`src/rtl/nibble_serial_subtractor.sv`:
```
// ============================================================================
// Module   : nibble_serial_subtractor
// Brief    : Multi-precision A - B - BinIn, one 4-bit slice per clock, LSB first.
// Revision : 1.0
// ============================================================================
`default_nettype none

module four_bit_subs (
    input  logic       Enable,
    input  logic [3:0] A,
    input  logic [3:0] B,
    input  logic       Bin,
    output logic [3:0] Diff,
    output logic       Bout
);
    logic [4:0] w_full;

    // The fifth bit of the widened difference goes high exactly when the slice borrows.
    assign w_full = {1'b0, A} - {1'b0, B} - {4'b0000, Bin};
    assign Diff   = Enable ? w_full[3:0] : 4'h0;
    assign Bout   = Enable & w_full[4];
endmodule

module nibble_serial_subtractor #(
    parameter int NIBBLES = 4
) (
    input  logic                 Clk,
    input  logic                 Rst,
    input  logic                 Start,
    input  logic [4*NIBBLES-1:0] A,
    input  logic [4*NIBBLES-1:0] B,
    input  logic                 BinIn,
    output logic                 Busy,
    output logic                 Done,
    output logic [4*NIBBLES-1:0] Diff,
    output logic                 Bout,
    output logic                 Zero,
    output logic                 Overflow
);
    localparam int W = 4 * NIBBLES;

    localparam logic [1:0] c_IDLE = 2'd0;
    localparam logic [1:0] c_RUN  = 2'd1;
    localparam logic [1:0] c_DONE = 2'd2;
    localparam logic [3:0] c_LAST = 4'(NIBBLES - 1);

    logic [1:0]   r_state;
    logic [3:0]   r_idx;
    logic         r_borrow;
    logic [W-1:0] r_a;
    logic [W-1:0] r_b;
    logic [W-1:0] r_work;
    logic         r_busy;
    logic         r_done;
    logic [W-1:0] r_diff;
    logic         r_bout;
    logic         r_zero;
    logic         r_ovf;

    logic [5:0]   w_sh;
    logic [3:0]   w_a_nib;
    logic [3:0]   w_b_nib;
    logic [3:0]   w_sub_diff;
    logic         w_sub_bout;
    logic [W-1:0] w_work_next;

    assign w_sh    = {r_idx, 2'b00};
    assign w_a_nib = 4'(r_a >> w_sh);
    assign w_b_nib = 4'(r_b >> w_sh);

    four_bit_subs u_sub (
        .Enable (r_busy),
        .A      (w_a_nib),
        .B      (w_b_nib),
        .Bin    (r_borrow),
        .Diff   (w_sub_diff),
        .Bout   (w_sub_bout)
    );

    // Working value with the current slice merged in; on the last slice this is the full result.
    assign w_work_next = (r_work & ~(W'(4'hF) << w_sh)) | (W'(w_sub_diff) << w_sh);

    always_ff @(posedge Clk) begin
        if (Rst) begin
            r_state  <= c_IDLE;
            r_idx    <= 4'd0;
            r_borrow <= 1'b0;
            r_a      <= '0;
            r_b      <= '0;
            r_work   <= '0;
            r_busy   <= 1'b0;
            r_done   <= 1'b0;
            r_diff   <= '0;
            r_bout   <= 1'b0;
            r_zero   <= 1'b0;
            r_ovf    <= 1'b0;
        end else begin
            r_done <= 1'b0;
            case (r_state)
                c_IDLE, c_DONE: begin
                    if (Start) begin
                        r_a      <= A;
                        r_b      <= B;
                        r_borrow <= BinIn;
                        r_idx    <= 4'd0;
                        r_work   <= '0;
                        r_busy   <= 1'b1;
                        r_state  <= c_RUN;
                    end else begin
                        r_state  <= c_IDLE;
                    end
                end
                c_RUN: begin
                    r_work   <= w_work_next;
                    r_borrow <= w_sub_bout;
                    r_idx    <= r_idx + 4'd1;
                    if (r_idx == c_LAST) begin
                        r_diff  <= w_work_next;
                        r_bout  <= w_sub_bout;
                        r_zero  <= (w_work_next == '0);
                        r_ovf   <= (r_a[W-1] != r_b[W-1]) && (w_work_next[W-1] != r_a[W-1]);
                        r_busy  <= 1'b0;
                        r_done  <= 1'b1;
                        r_state <= c_DONE;
                    end
                end
                default: begin
                    r_busy  <= 1'b0;
                    r_state <= c_IDLE;
                end
            endcase
        end
    end

    assign Busy     = r_busy;
    assign Done     = r_done;
    assign Diff     = r_diff;
    assign Bout     = r_bout;
    assign Zero     = r_zero;
    assign Overflow = r_ovf;
endmodule

`default_nettype wire

```
`config.mk`:
```
export PLATFORM = sky130hd
export DESIGN_NAME = nibble_serial_subtractor
export DESIGN_NICKNAME = d
export VERILOG_FILES = /design/src/rtl/nibble_serial_subtractor.sv
export SDC_FILE = /design/constraint.sdc
export NUM_CORES = 1
export LEC_CHECK = 0
export ABC_AREA = 1
export CAP_MARGIN = 20
export CELL_PAD_IN_SITES_DETAIL_PLACEMENT = 1
export CELL_PAD_IN_SITES_GLOBAL_PLACEMENT = 2
export CORE_ASPECT_RATIO = 0.8
export CORE_MARGIN = 2
export CORE_UTILIZATION = 30
export DETAILED_ROUTE_END_ITERATION = 8
export PLACE_DENSITY = 0.81
export SLEW_MARGIN = 20
export SYNTH_ARGS = -nofsm -noshare
export SYNTH_HDL_FRONTEND = slang
export SYNTH_SLANG_ARGS = --single-unit
export TNS_END_PERCENT = 20
```
`constraint.sdc`:
```
create_clock -name Clk -period 4.1 [get_ports Clk]
set_input_delay 0.82 -clock Clk [delete_from_list [all_inputs] [get_ports Clk]]
set_output_delay 0.82 -clock Clk [all_outputs]
set_load 0.005 [all_outputs]
```
==> impl_metrics.tcl <==
set metrics [dict create \
    ioPinCount 57 \
    path_buf_inv 0 \
    grtUsageTotal_pct 17.8 \
    end_kind "flop" \
    min_path_type "flop to flop" \
    max_slew.worst_pin.slew_ps 998 \
    crit_end "Zero" \
    peakVddDrop_v 0.000177 \
    skew_ps 4.90 \
    drtIter0Drc 201 \
    power_frac_comb_pct 14.2 \
    antenna_left 0 \
    rr_startpoint "r_idx[3]" \
    finalSetupViolCount 0 \
    fp.dieH_um 99.1 \
    slowest_delay_ps 480 \
    clk_path_buf_depth 2 \
    cts.sinks 76 \
    critPathLaunchType "flop" \
    period_share_pct 85.0 \
    path_cells "nor2_4 > a22oi_1 > o22a_1 > fa_1 > fa_1 > nand2_1 > nor2_1 > nand3_1 > nand2_1 > nor2_1 > nand2_1 > nor2_1 > nand3_1 > nor2_1 > nand3_1 > nor2_1 > nand2_1 > a21oi_2" \
    path_delay_family "simple AND/OR/NAND/NOR gates" \
    place_hpwl_um 7210 \
    maxSlewViolCount 0 \
    crit_fanout 18 \
    regToRegSetupSlack_ps 620 \
    worstPathArrival_ps 3750 \
    worstSkewPairLatency_ps 340 \
    postLayoutSetupSlackWorst_ps 615 \
    port_buffers 56 \
    startpoint "r_idx[3]" \
    layout_min_cycle_time_ps 3480 \
    syn_avg_cell_area_sq_um 7.25 \
    leakage_nw 1.72 \
    crit_slowest_cell "fa_1" \
    grt_pass1_wl_um 16700 \
    vias_per_cell 4.94 \
    reg2reg_depth 18 \
    fmax_mhz 287 \
    syn_inst 468 \
    fin_nets 559 \
    synth_edf_count 0 \
    place_congestion 0.860 \
    post_cts_buffers 0 \
    rsz0062_at_grt "false" \
    h-tree-depth 3 \
    start_util_pct 31.0 \
    final_cell_mix "nand2_1, nor2_1, dfxtp_1" \
    first_global_vias 3318 \
    async_flop_share_pct 0 \
    placed_cells 649 \
    overflow 0 \
    outcome "finished, final reports clean" \
    fp-row-count 34 \
    required_ps 4370 \
    yosysUniqueCellTypes 34 \
    syn_nets 511 \
    netSwitchingPower_mw 0.485 \
    routedWlPerCell_um 15.2 \
    cts_hold_buf 0 \
    dieWidth_um 123 \
    core_sq_um 10900 \
    antenna_found_initial 0 \
    maxCapViolCount 0 \
    powerDensity_nw_per_um2 431 \
    root_buffer "clkbuf_16" \
    die-area_sq_um 12200 \
    clk_pin_slew_ps 60 \
    synth_flop_cell "dfxtp_1" \
    crit_type "flop to flop" \
    dr.pass1.iters 4 \
    syn-cell-area_sq_um 3390 \
    seqPwrFrac_pct 42.0 \
    cts_resized 0 \
    diodes 0 \
    cts_buffers 9 \
    fillers 1366 \
    finalSetupTns_ps 0 \
    hold_viol_final 0 \
    timing.rr.end "Zero" \
    drt_wl_total_um 10100 \
    final_cells 663 \
    maxSlewHeadroom_pct 33.4 \
    drc_errors 0 \
    cts_tree "done" \
    cpMostUsedCell "nor2_1" \
    p_int_mw 1.41 \
    syn_to_final_growth_pct 29.4 \
    synth_seq_area_share_pct 44.9 \
    power_frac_clock_pct 43.8 \
    dp_slack_ps 665 \
    netSwitchingFraction_pct 25.6 \
    grt_max_degree 41 \
    routed-via-count 3276 \
    synth_seq_cells 76 \
    layout-drive-gt1-share_pct 6.74 \
    yosys_warnings 0 \
    crit_cells 18 \
    final_common_cell "nand2_1" \
]
cells by family (layout without fill, tap and decap cells):
kind of cell	Yosys count	in the layout	share of synthesized area (%)
AND/OR/NAND/NOR	236	236	29.3
AO/OA/AOI/OAI	100	100	17.2
flip-flops	76	76	44.9
buffers and inverters	49	100	5.64
adder cells (fa/ha/maj)	7	7	3.02
area by class of cell:
cell class	instances	area (sq um)	area share, %
multi-input cells	343	1680	38.3
well taps	144	180	4.10
clock buffers	13	280	6.39
inverters	24	92.6	2.11
repair buffers	62	606	13.8
clock inverters	1	30.0	0.684
flip-flops and latches	76	1520	34.7
metrics by stage:
stage                     instance area, sq um  power, mW  util (%)  hold WS (ps)
after floorplan                           3390      0.979         -           416
after global placement                    4080       1.08      37.3           429
after detailed placement                  4080       1.08      37.3           457
after CTS                                 4390       1.92      40.1           466
after global routing                      4390       1.99      40.1           488
final                                     4390       1.89      40.1           464
flip-flops by register name (all words and copies together), names as in the netlist, 2 cells and up:
register	cells
r_state	2
r_work	16
r_idx	4
r_a	16
r_b	16
Diff	16
worst reg2reg max path, delay by kind of cell, from the launching register on:
kind | cells | cell delay [ps]
and+or+nand+nor | 13 | 1490
DFF | 1 | 440
adders and majority gates | 2 | 930
AOI/OAI and AO/OA | 3 | 550
power by group through the flow:
| stage | clock network (mW) | logic, mW | registers [mW] |
|---|---|---|---|
| 6_report | 0.829 | 0.269 | 0.795 |
| 5_1_grt | 0.881 | 0.306 | 0.799 |
| 4_1_cts | 0.848 | 0.273 | 0.795 |
| 3_3_place_gp | 0 | 0.264 | 0.812 |
| 2_1_floorplan | 0 | 0.176 | 0.802 |
| 3_5_place_dp | 0 | 0.271 | 0.811 |
cells in the mapped netlist, types with 2 or more instances:
| cell | n | area (sq um) |
|---|---|---|
| a22oi_1 | 14 | 105 |
| nand2_1 | 108 | 405 |
| nand2_2 | 3 | 18.8 |
| nand3_1 | 25 | 125 |
| a31oi_1 | 5 | 31.3 |
| o22ai_1 | 3 | 18.8 |
| o22a_1 | 4 | 35.0 |
| a21oi_1 | 24 | 120 |
| ha_1 | 5 | 62.6 |
| dfxtp_1 | 76 | 1520 |
| nor2_1 | 84 | 315 |
| inv_1 | 18 | 67.6 |
| nand4_1 | 8 | 50.1 |
| inv_2 | 4 | 15.0 |
| fa_1 | 2 | 40.0 |
| nor2_4 | 2 | 22.5 |
| o21ai_0 | 43 | 215 |
| a211oi_1 | 3 | 22.5 |
| clkbuf_1 | 20 | 75.1 |
| buf_1 | 3 | 11.3 |
worst min-delay path by stage:
stage / end / startpoint / cells after the start / slack [ps]
2_1_floorplan: Busy / r_state[0] / 1 / 420
3_3_place_gp: Busy / r_state[0] / 1 / 430
3_5_place_dp: r_work[8] / r_work[8] / 2 / 460
4_1_cts: r_work[8] / r_work[8] / 2 / 470
5_1_grt: Busy / r_state[0] / 1 / 490
6_report: Busy / r_state[0] / 1 / 460
routing by layer:
| metal | routed length, um | track usage [%] | vias up |
|---|---|---|---|
| met4 | 127 | 6.63 | 0 |
| met2 | 4270 | 26.3 | 62 |
| li1 | - | - | 1645 |
| met1 | 5200 | 24.9 | 1559 |
| met3 | 494 | 4.30 | 10 |
| met5 | 0 | 0 | - |
No activity file was read; power rests on OpenSTA's default activity.
